### config.mk
export PLATFORM = sky130hd
export DESIGN_NAME = pin_input_conditioner
export DESIGN_NICKNAME = d
export VERILOG_FILES = /design/src/rtl/pin_input_conditioner.sv
export SDC_FILE = /design/constraint.sdc
export NUM_CORES = 1
export LEC_CHECK = 0
export BUFFER_PORTS_ARGS = -buffer_cell sky130_fd_sc_hd__buf_2
export CAP_MARGIN = 15
export CORE_ASPECT_RATIO = 0.9
export CORE_MARGIN = 4
export CORE_UTILIZATION = 55
export DETAILED_ROUTE_END_ITERATION = 16
export PLACE_DENSITY = 0.76
export SYNTH_ARGS = -nofsm -noshare
export SYNTH_HDL_FRONTEND = slang
export SYNTH_SLANG_ARGS = --single-unit
### constraint.sdc
create_clock -name clk -period 2.7 [get_ports clk]
set_clock_uncertainty 0.05 [all_clocks]
set_input_delay 0.54 -clock clk [delete_from_list [all_inputs] [get_ports clk]]
set_output_delay 0.54 -clock clk [all_outputs]
set_load 0.005 [all_outputs]
### src/rtl/pin_input_conditioner.sv
// Per-pin synchronizer plus debounce filter with registered edge pulses.
// Optional pin-change interrupt flags are enabled by defining PIN_CHANGE_IRQ_EN.
module pin_input_conditioner #(
    parameter int WIDTH           = 8,
    parameter int SYNC_STAGES     = 2,
    parameter int DEBOUNCE_CYCLES = 16
) (
    input  logic             clk,
    input  logic             reset,
    input  logic [WIDTH-1:0] pin_raw,
    input  logic             bypass,
`ifdef PIN_CHANGE_IRQ_EN
    input  logic [WIDTH-1:0] irq_mask,
    input  logic             irq_clear,
    output logic             irq,
`endif
    output logic [WIDTH-1:0] pin_data,
    output logic [WIDTH-1:0] rise_pulse,
    output logic [WIDTH-1:0] fall_pulse,
    output logic             changed
);

    localparam int CNT_W = $clog2(DEBOUNCE_CYCLES + 1);
    localparam logic [CNT_W-1:0] CNT_LAST = CNT_W'(DEBOUNCE_CYCLES - 1);

    logic [SYNC_STAGES-1:0][WIDTH-1:0] sync_chain;
    logic [WIDTH-1:0]                  sync;
    logic [WIDTH-1:0]                  stable;
    logic [WIDTH-1:0]                  stable_next;
    logic [WIDTH-1:0][CNT_W-1:0]       cnt;
    logic [WIDTH-1:0][CNT_W-1:0]       cnt_next;

    assign sync     = sync_chain[SYNC_STAGES-1];
    assign pin_data = stable;

    always_ff @(posedge clk) begin
        if (reset) begin
            sync_chain <= '0;
        end else begin
            sync_chain <= {sync_chain[SYNC_STAGES-2:0], pin_raw};
        end
    end

    // A single matching cycle drops the count, so only an unbroken mismatch run is accepted.
    always_comb begin
        stable_next = stable;
        cnt_next    = '0;
        for (int i = 0; i < WIDTH; i++) begin
            if (bypass) begin
                stable_next[i] = sync[i];
            end else if (sync[i] != stable[i]) begin
                if (cnt[i] == CNT_LAST) begin
                    stable_next[i] = sync[i];
                end else begin
                    cnt_next[i] = cnt[i] + CNT_W'(1);
                end
            end
        end
    end

    always_ff @(posedge clk) begin
        if (reset) begin
            stable     <= '0;
            cnt        <= '0;
            rise_pulse <= '0;
            fall_pulse <= '0;
            changed    <= 1'b0;
        end else begin
            stable     <= stable_next;
            cnt        <= cnt_next;
            rise_pulse <= stable_next & ~stable;
            fall_pulse <= ~stable_next & stable;
            changed    <= |(stable_next ^ stable);
        end
    end

`ifdef PIN_CHANGE_IRQ_EN
    logic [WIDTH-1:0] pcif;
    logic [WIDTH-1:0] pcif_next;

    // New edges are OR-ed in after the clear, so an edge coincident with clear survives.
    assign pcif_next = (pcif & ~{WIDTH{irq_clear}}) | ((rise_pulse | fall_pulse) & irq_mask);

    always_ff @(posedge clk) begin
        if (reset) begin
            pcif <= '0;
            irq  <= 1'b0;
        end else begin
            pcif <= pcif_next;
            irq  <= |pcif_next;
        end
    end
`endif

endmodule

==> results of run 1 <==
-- synth_stat cells --
master    instances
nor2b_1          32
dfxtp_1          81
nand3_1           8
clkbuf_1          4
nand4_1           2
ha_1             32
buf_6             1
nand3b_1          8
xor2_1           16
buf_4             1
and3_1            8
nor2_1           50
mux2i_2           8
inv_1            32
nor2_4            8
xnor2_1           8
-- state kept, by name, summed over array words and instances (netlist names) --
name,cells
cnt,40
fall_pulse,8
pin_data,8
rise_pulse,8
sync,8
sync_chain,8
changed,1
-- how the worst min path moves through the flow --
| stage | startpoint | to | slack (ns) |
|---|---|---|---|
| 2_1_floorplan | sync_chain[0] | sync[0] | 0.36 |
| 3_3_place_gp | sync_chain[3] | sync[3] | 0.37 |
| 3_5_place_dp | sync_chain[2] | sync[2] | 0.37 |
| 4_1_cts | pin_raw[1] | sync_chain[1] | 0.34 |
| 5_1_grt | pin_raw[2] | sync_chain[2] | 0.34 |
| 6_report | pin_raw[2] | sync_chain[2] | 0.35 |
-- kinds of logic (layout without fill, tap and decap cells) --
kind of cell | Yosys count | count (layout)
buffers and inverters | 38 | 83
muxes | 8 | 8
DFF | 81 | 81
xor gates and xnor gates | 24 | 24
adders and majority gates | 32 | 32
and+or+nand+nor | 116 | 116
-- layer usage --
| metal | track usage (%) | share of wire, % | vias up |
|---|---|---|---|
| li1 | - | - | 1008 |
| met1 | 17.1 | 46 | 860 |
| met5 | 0 | 0 | - |
| met4 | 5.06 | 1.5 | 0 |
| met2 | 24.4 | 46 | 31 |
| met3 | 7.33 | 6.4 | 8 |
-- worst max-delay path, stage by stage, from the launching register on --
cell and delay (ns):
dfxtp_1 0.33, ha_1 0.22, and3_1 0.19, ha_1 0.20, nor2_4 0.13, mux2i_2 0.28
inv_1 0.07, ha_1 0.27, nand4_1 0.12, nor2_1 0.10, nor2_1 0.04
-- power breakdown --
part | switching, mW | internal [mW]
Clock | 0.394 | 0.470
Combinational | 0.0517 | 0.0476
Sequential | 0.0137 | 1.22
Total | 0.459 | 1.74
-- area by class of cell --
| type | count | area, sq um | area share [%] |
|---|---|---|---|
| clock inverters | 3 | 40.0 | 1.12 |
| multi-input cells | 180 | 1360 | 38.2 |
| inverters | 32 | 120 | 3.37 |
| repair buffers | 36 | 183 | 5.12 |
| flip-flops and latches | 81 | 1620 | 45.5 |
| clock buffers | 12 | 155 | 4.35 |
| well taps | 67 | 83.8 | 2.35 |
==> Implementation_results.wiki, run 1 <==
{| class="wikitable"
! Metric !! Value
|-
| Result of the run || finished, final reports clean
|-
| Maximum clock path buffer count || 2
|-
| Simple-gate share of the synthesized area || 20.4%
|-
| Endpoint of the most critical setup path || changed
|-
| Minimum setup slack among reg-to-reg paths || 0.55 ns
|-
| Final period utilization || about four fifths
|-
| Global-route wire length before repair || 7.98 mm
|-
| FF+latch count, synth || 81
|-
| Transition at the pin with the smallest max-transition slack || 0.681 ns
|-
| Placed insts || around 400
|-
| Worst setup path category || flop to flop
|-
| Maximum clock frequency || ~470 MHz
|-
| Post-synthesis mux area share || around 3.5%
|-
| Endpoint required time on the critical path || 2.86 ns
|-
| Latest clock arrival within the worst-skew pair || 0.35 ns
|-
| Max capacitance violation total || 0
|-
| Cell accounting for the most synthesized area || dfxtp_1
|-
| Number of top-level pins || 36
|-
| Std cell rows || 25
|-
| Pre-CTS worst setup slack || 0.562 ns
|-
| Final WL || 4.49 mm
|-
| Number of DRC markers after the initial detailed-route iteration || 60
|-
| Area of the mapped netlist || approximately 3100 sq um
|-
| Total half-perimeter wirelength after legalization and detailed placement || around 3.2 mm
|-
| Port-buffer cells || 35
|-
| Final hold vios || 0
|-
| Maximum VDD drop || 0.436 mV
|-
| Cell count of the worst reg-to-reg path || 10
|-
| Area of the core || between 5000 and 6000 sq um
|-
| Drc violations || 0
|-
| Remaining antenna violation count || 0
|-
| # diodes || 0
|-
| Layout-stage area growth over the synthesis result || 13.6%
|-
| Hold Path Cell Cnt || 2
|-
| Period minus WS final || 2.15 ns
|-
| Die boundary height || 79.6 um
|-
| TritonRoute pass-1 iters || 4
|-
| Fraction of the yosys area taken by sequential cells || 51.7%
|-
| Top cell type's share of synthesized area || 51.7%
|-
| Unrepaired setup endpoints after global routing || no
|-
| Synth Area in Adders || 12.8%
|-
| Post-CTS clock slew at the launch and capture registers of the worst setup and hold paths || 0.08 ns
|-
| Most common cell after layout, fill and taps aside || dfxtp_1
|-
| Post-layout instance area || 3560 sq um
|-
| Largest fanout of any net on the critical path || 3
|-
| Setup_tns || 0 ns
|-
| Average footprint of a synthesized cell || 10.5 sq um
|-
| Clock Tree Root || clkbuf_8
|-
| Beginning of the critical path || cnt[10]
|-
| Width of the die || 87.6 um
|-
| Mean number of vias per cell || 4.64
|-
| Clock sink total || 81
|-
| Starting utilization of the core area || 58.3%
|-
| Pwr per Cell Area || a little over 600 nW/um^2
|-
| Post-synthesis cell type count || 16
|-
| Critical Path Start Type || flop
|-
| Vias after detailed routing || 1907
|-
| Number of fillers in the final layout || approximately 430
|-
| Area after detailed placement || approximately 3400 sq um
|-
| Via count of the first global-routing pass || 1899
|-
| Post-synthesis compound-gate area fraction || 0%
|-
| Startpoint of the lowest-slack register-to-register path || cnt[10]
|-
| Count of final setup violators || 0
|-
| Nets in the synthesized netlist || 342
|-
| Count of non-filler cells in the finished layout || 411
|-
| Per-cell routed wire length || about 11 um
|-
| Routability cong. || approximately 0.7
|-
| Combinational family with the most area after synthesis || simple AND/OR/NAND/NOR gates
|-
| P_leak || 1.63 nW
|-
| Resized Gates After CTS || 0
|-
| Maximum number of pins on one net before global-route repair || about 40
|-
| Final Slew Violations || 0
|-
| Number of buffers created by CTS || 9
|-
| Number of buffers inserted by post-CTS setup repair || 0
|-
| Post-synthesis cell count || 299
|-
| Global route overflow || 0
|-
| Arrival time of data at the critical path endpoint || 2.31 ns
|-
| Power Total || 2.19 mW
|-
| Area contributors post-synth || dfxtp_1, ha_1, nor2b_1
|-
| Nature of the critical path endpoint || flop
|-
| Fin util || 66.3%
|-
| Global routing usage summed across all routing layers || 15.0%
|-
| Highest-count cells in the layout ignoring fill and taps || dfxtp_1, nor2_1, buf_2
|-
| Floorplan die area || roughly 7000 sq um
|-
| R2R Path End || changed
|-
| Number of nets in the finished design || 383
|-
| Ys Warns || 0
|-
| Area share of xor/xnor cells in the synthesized design || 6.70%
|-
| Number of antenna violations at the first check in global routing || 0
|-
| Total number of H-tree levels || 3
|-
| Rel. slew slack || 54.6%
|-
| Number of buffers inserted for hold repair after clock tree synthesis || 0
|-
| Clock tree from TritonCTS || done
|-
| Worst setup margin || about 0.55 ns
|-
| Proportion of layout cells with a drive suffix above 1 || 19.2%
|-
| Worst min-delay path category || input port to flop
|-
| Hold Worst Slack || approximately 0.35 ns
|}
Note: power is estimated with default switching activity, not from simulation.
==> inputs of run 2 (changes only) <==
Settings changed: CORE_UTILIZATION 55 to 51, PLACE_DENSITY 0.76 to 0.74.
Clock period 2.7 ns to 1.9 ns, I/O delays scaled along.
==> run 2 against run 1 <==
- the flow now finishes with violations (negative setup slack)
- die area up 7.1%
- largest power group unchanged
- design area up 18%
- sequential share of layout area down 6.4 points
- first-iteration DRC count up 1.7%
- register-to-register slack worse by 0.62 ns
- global-route usage up 1.3 points
- critical endpoint unchanged
==> Implementation_results.wiki, run 2 (synthesis results as in run 1) <==
{| class="wikitable"
! Metric !! Value
|-
| Std cell rows || 26
|-
| Maximum VDD drop || 0.465 mV
|-
| Hold Path Cell Cnt || 2
|-
| Series of cell instances along the critical path || ha_2 -> and3_4 -> ha_4 -> nor2_4 -> mux2i_2 -> inv_2 -> ha_4 -> nand4_1 -> nor2_1 -> nor2_1
|-
| Maximum clock frequency || 508 MHz
|-
| Floorplan die area || between 7000 and 8000 sq um
|-
| Vias after detailed routing || 2154
|-
| Arrival time of data at the critical path endpoint || 2.14 ns
|-
| Register name with the most flops || cnt
|-
| Maximum number of pins on one net before global-route repair || 30
|-
| Beginning of the worst hold path || pin_raw[6]
|-
| Layout-stage area growth over the synthesis result || 33.7%
|-
| Minimum setup slack among reg-to-reg paths || -0.07 ns
|-
| Nature of the critical path endpoint || flop
|-
| Crit path max-delay family || adder cells
|-
| Critical Path Start Type || flop
|-
| Die boundary height || 82.4 um
|-
| Highest-count cells in the layout ignoring fill and taps || dfxtp_1, nor2_1, buf_4, buf_2
|-
| Clock sink total || 81
|-
| Per-cell routed wire length || between 10 and 15 um
|-
| Area after detailed placement || 3610 sq um
|-
| Endpoint required time on the critical path || about 2.1 ns
|-
| R2R Path End || changed
|-
| Max capacitance violation total || 0
|-
| Cell count of the worst reg-to-reg path || 10
|-
| Port-buffer cells || 35
|-
| Flip-flop count of the largest register after layout || 40
|-
| Clock Tree Root || clkbuf_8
|-
| Area of the core || 5820 sq um
|-
| Proportion of layout cells with a drive suffix above 1 || about two fifths
|-
| Number of antenna violations at the first check in global routing || 0
|-
| Final period utilization || 104%
|-
| Transition at the pin with the smallest max-transition slack || between 0.4 and 0.5 ns
|-
| Startpoint of the lowest-slack register-to-register path || cnt[0]
|-
| Fin util || ~72%
|-
| Starting utilization of the core area || 53.9%
|-
| Rel. slew slack || between 60% and 70%
|-
| Number of top-level pins || 36
|-
| Worst stage delay on the critical path || 0.33 ns
|-
| Global routing usage summed across all routing layers || 16.3%
|-
| Worst setup margin || -0.0704 ns
|-
| Unrepaired setup endpoints after global routing || yes
|-
| Via count of the first global-routing pass || 2079
|-
| TritonRoute pass-1 iters || 4
|-
| Worst min-delay path category || input port to flop
|-
| P_leak || 1.84 nW
|-
| Pwr per Cell Area || approximately 780 nW/um^2
|-
| Drc violations || 0
|-
| Routability cong. || 0.694
|-
| Mean number of vias per cell || 4.68
|-
| Number of buffers and inverters on the critical path || 1
|-
| Final hold vios || 0
|-
| Period minus WS final || 1.97 ns
|-
| Count of final setup violators || 1
|-
| Number of buffers created by CTS || 9
|-
| Number of nets in the finished design || 428
|-
| Global-route wire length before repair || 9.40 mm
|-
| Global route overflow || 0
|-
| Total number of H-tree levels || 3
|-
| Clock tree from TritonCTS || done
|-
| Min-Delay Endpoint || sync_chain[6]
|-
| Result of the run || complete, but fails checks
|-
| Post-CTS clock slew at the launch and capture registers of the worst setup and hold paths || around 0.080 ns
|-
| Post-layout instance area || 4190 sq um
|-
| Number of buffers inserted for hold repair after clock tree synthesis || 0
|-
| Total half-perimeter wirelength after legalization and detailed placement || roughly 3.6 mm
|-
| Width of the die || 90.7 um
|-
| Maximum clock path buffer count || 2
|-
| Violations in the final reports || negative setup slack
|-
| Final WL || 5.55 mm
|-
| Most common cell after layout, fill and taps aside || dfxtp_1
|-
| Pre-CTS worst setup slack || -0.0917 ns
|-
| Final Slew Violations || 0
|-
| Remaining antenna violation count || 0
|-
| # diodes || 0
|-
| Number of fillers in the final layout || 403
|-
| Latest clock arrival within the worst-skew pair || 0.35 ns
|-
| Worst setup path category || flop to flop
|-
| Largest fanout of any net on the critical path || 2
|-
| Number of DRC markers after the initial detailed-route iteration || 61
|-
| Critical-path cell with the highest stage delay || dfxtp_2
|-
| Setup_tns || -0.0704 ns
|}
## run 2: cell types whose count changed in the layout (fill, tap and decap cells not counted), sizes merged
cell and delta:
bufinv +1, clkbuf -3, buf +45, clkinv +3
## run 2: per-layer routing
layer	track usage, %	up-vias	wire length (um)
met1	18.3	995	2460
li1	-	1104	-
met3	6.25	9	296
met4	6.27	0	96
met5	0	-	0
met2	28.6	46	2710
## run 2: final cells by class
| cell class | count | area, sq um | share of cell area (%) |
|---|---|---|---|
| inverter | 32 | 120 | 2.86 |
| multi-input combinational | 180 | 1600 | 38.3 |
| clock buffer | 9 | 124 | 2.95 |
| clock inverter | 7 | 85.1 | 2.03 |
| sequential | 81 | 1640 | 39.1 |
| timing repair buffer | 81 | 533 | 12.7 |
| tap | 70 | 87.6 | 2.09 |
## run 2: metrics by stage
stage               instances  power (mW)  hold WS, ns
CTS                       454        3.30        0.169
global route              460        3.42        0.174
global placement          426        1.95        0.367
floorplan                 299        1.89        0.364
detailed placement        426        1.96        0.374
finish                    460        3.28        0.188
## run 2: worst reg2reg max path: cells and delay by family, from the launching register on
| kind | cells | cell delay [ns] |
|---|---|---|
| adders and majority gates | 3 | 0.61 |
| buffers and inverters | 1 | 0.08 |
| DFF | 1 | 0.33 |
| muxes | 1 | 0.26 |
| and+or+nand+nor | 5 | 0.52 |
## run 2: what timing repair did
item | 4_1_cts | 5_1_grt
endpoints found under the setup margin | 1 | 3
buffers inserted | 12 | 6
endpoints found under the hold margin | 0 | 0
pin swaps | 26 | 19
gates resized for setup | 24 | 23
## run 2: worst max-delay path by stage
| stage | from | end | slack [ns] | depth (start not counted) |
|---|---|---|---|---|
| 2_1_floorplan | cnt[15] | changed | 0.0002 | 10 |
| 3_3_place_gp | cnt[35] | changed | -0.06 | 10 |
| 3_5_place_dp | cnt[35] | changed | -0.09 | 10 |
| 4_1_cts | cnt[36] | changed | -0.07 | 10 |
| 5_1_grt | cnt[0] | changed | -0.18 | 10 |
| 6_report | cnt[0] | changed | -0.07 | 10 |
## run 2: where the power goes
part           internal, mW  switching (mW)
logic                 0.110          0.0894
registers              1.73          0.0218
clock network         0.728           0.599
==> inputs of run 3 (changes only) <==
Settings changed: ABC_AREA set to 1, CORE_UTILIZATION 51 to 53, GPL_ROUTABILITY_DRIVEN set to 0, PLACE_DENSITY 0.74 to 0.76.
==> run 3 against run 2 <==
- non-clock buffer count shrank 20
- critical path depth is 2 higher
- via count is 20% higher
- the flow now finishes without violations
- sequential power is essentially flat
- critical path type unchanged
- critical endpoint unchanged
==> Implementation_results.wiki, run 3 <==
{| class="wikitable"
! Metric !! Value
|-
| Period minus WS final || roughly 1.8 ns
|-
| Endpoint required time on the critical path || 2.09 ns
|-
| Critical-path cell with the highest stage delay || dfxtp_2
|-
| Final WL || 6.10 mm
|-
| Remaining antenna violation count || 0
|-
| Hold Worst Slack || 0.177 ns
|-
| Post-layout instance area || between 4000 and 5000 sq um
|-
| Total number of H-tree levels || 3
|-
| Setup_tns || 0 ns
|-
| Cell count of the worst reg-to-reg path || 12
|-
| Width of the die || between 90 and 100 um
|-
| Post-CTS clock slew at the launch and capture registers of the worst setup and hold paths || roughly 0.070 ns
|-
| Highest-count cells in the layout ignoring fill and taps || inv_1, nor2_1, dfxtp_1, nand2_1, buf_2
|-
| Number of top-level pins || 36
|-
| Fraction of the yosys area taken by sequential cells || 44.7%
|-
| Drc violations || 0
|-
| Global-route wire length before repair || 10.1 mm
|-
| Most Crowded Layer GR || met2
|-
| Std cell rows || 28
|-
| Largest fanout of any net on the critical path || 4
|-
| Vias after detailed routing || 2590
|-
| Number of nets in the finished design || 528
|-
| Count of final setup violators || 0
|-
| Port-buffer cells || 35
|-
| Maximum VDD drop || 0.534 mV
|-
| Number of buffers inserted for hold repair after clock tree synthesis || 0
|-
| Most frequent cell after synthesis || inv_1
|-
| Worst min-delay path category || input port to flop
|-
| Area contributors post-synth || dfxtp_1, ha_1, inv_1
|-
| Hold Path Cell Cnt || 3
|-
| Maximum clock frequency || 542 MHz
|-
| Max capacitance violation total || 0
|-
| Commonest cells in the netlist || inv_1, nor2_1, dfxtp_1, nand2_1, ha_1
|-
| Starting utilization of the core area || a little over half
|-
| Nature of the critical path endpoint || flop
|-
| Cell accounting for the most synthesized area || dfxtp_1
|-
| Async set-or-reset flop fraction in the synthesized netlist || 0%
|-
| Clock sink total || 81
|-
| Post-synth EDFFs || 0
|-
| Post-synthesis cell type count || 18
|-
| # diodes || 0
|-
| Transition at the pin with the smallest max-transition slack || about 0.23 ns
|-
| Number of buffers created by CTS || 9
|-
| Area of the mapped netlist || 3630 sq um
|-
| FF+latch count, synth || 81
|-
| Fin util || about two thirds
|-
| Met3 track demand over resource || approximately 6.3%
|-
| Pwr per Cell Area || between 700 and 800 nW/um^2
|-
| Clock Tree Root || clkbuf_8
|-
| P_leak || 2.00 nW
|-
| Ys Warns || 0
|-
| Count of non-filler cells in the finished layout || around 580
|-
| Top cell type's share of synthesized area || 44.7%
|-
| Worst setup margin || around 0.054 ns
|-
| Result of the run || finished, final reports clean
|-
| TritonRoute pass-1 iters || 4
|-
| Final period utilization || 97.1%
|-
| Worst stage delay on the critical path || approximately 0.34 ns
|-
| Average footprint of a synthesized cell || 8.63 sq um
|-
| Mean number of vias per cell || 4.49
|-
| Critical Path Start Type || flop
|-
| Floorplan die area || about 8200 sq um
|-
| Register name with the most flops || cnt
|-
| Worst setup path category || flop to flop
|-
| Die boundary height || just under 90 um
|-
| Global route overflow || 0
|-
| Area after detailed placement || 3980 sq um
|-
| Post-synthesis cell count || 420
|-
| Per-cell routed wire length || between 10 and 15 um
|-
| Final hold vios || 0
|-
| Maximum clock path buffer count || 2
|-
| Number of antenna violations at the first check in global routing || 0
|-
| Maximum number of pins on one net before global-route repair || 22
|-
| Clock tree from TritonCTS || done
|-
| Via count of the first global-routing pass || 2462
|-
| Nets in the synthesized netlist || 463
|-
| Rel. slew slack || 84.8%
|-
| Total half-perimeter wirelength after legalization and detailed placement || about 4.3 mm
|-
| Latest clock arrival within the worst-skew pair || between 0.3 and 0.4 ns
|-
| Area of the core || around 6600 sq um
|-
| Power Total || 3.15 mW
|-
| Number of DRC markers after the initial detailed-route iteration || 57
|-
| Placed insts || 554
|-
| Fraction of met2 tracks used by global routing || 27.3%
|-
| Series of cell instances along the critical path || ha_4 -> nand2_1 -> nor2_1 -> ha_2 -> nor2_8 -> nand2_1 -> o21ai_4 -> inv_1 -> ha_1 -> nand2_1 -> nor2_1 -> a21oi_1
|-
| Final Slew Violations || 0
|-
| Predominant post-synthesis flop cell || dfxtp_1
|-
| Global routing usage summed across all routing layers || 16.0%
|-
| Cell repeated most along the worst path || nand2_1
|-
| GR Layer Usage met1 || 18.0%
|-
| Proportion of layout cells with a drive suffix above 1 || ~31%
|-
| Flip-flop count of the largest register after layout || 40
|-
| Arrival time of data at the critical path endpoint || 2.03 ns
|-
| Unrepaired setup endpoints after global routing || yes
|-
| Pre-CTS worst setup slack || -0.0399 ns
|-
| Layout-stage area growth over the synthesis result || 22.5%
|-
| Number of fillers in the final layout || 523
|}
==> run 3: cell count changes after synthesis, sizes merged, moves of 5 or more <==
cell    before  now
and3         8    0
buf          2    7
inv         32   87
mux2i        8    0
nand2        0   73
nand3b       8    0
nand4        2   16
nor2        58   98
nor2b       32    0
o21ai        0    8
xor2        16    0
==> run 3: area by class of cell <==
type                       count  area, sq um  share of cell area [%]
clock buffer                  12          145                    3.27
multi-input combinational    244         1810                    40.8
sequential                    81         1650                    37.1
timing repair buffer          61          383                    8.62
inverter                      88          335                    7.55
tap                           90          113                    2.54
clock inverter                 1         5.00                   0.113
==> run 3: cell families after synthesis <==
kind of cell	after synthesis	synth area share (%)
compound gates	9	2.07
xor+xnor	8	1.93
buf+inv	95	11.2
flops	81	44.7
simple gates	195	29.0
fa+ha+maj	32	11.0
==> run 3: timing repair <==
| item | in CTS | in global routing |
|---|---|---|
| endpoints found under the setup margin | 1 | 1 |
| pin swaps | 2 | 28 |
| gates cloned | 0 | 0 |
| gates resized for setup | 10 | 52 |
| buffers inserted | 0 | 10 |
==> run 3: routing by layer <==
layer	wire length [um]	part of all wire (%)	vias up
li1	-	-	1380
met1	2700	44	1160
met2	3000	49	35
met3	283	4.6	15
met4	112	1.8	0
met5	0	0	-
==> run 3: report_power, final <==
group | leakage (nW) | internal, mW | switching [mW]
registers | 0.669 | 1.75 | 0.0329
clock network | 0.0782 | 0.487 | 0.544
logic | 1.25 | 0.150 | 0.191
total | 2.00 | 2.38 | 0.768
==> run 3: path summary, 6_finish.rpt <==
check / slack [ns] / startpoint / to
worst min register to register: 0.36 / sync_chain[6] / sync[6]
worst max-delay path: 0.05 / cnt[31] / changed
worst min-delay path: 0.18 / pin_raw[6] / sync_chain[6]
worst max register to register: 0.05 / cnt[31] / changed
==> run 3: critical path, delay by kind of cell, from the launching register on <==
kind	cells	cell delay [ns]
compound gates	2	0.15
flops	1	0.34
fa+ha+maj	3	0.63
simple gates	6	0.49
buf+inv	1	0.06
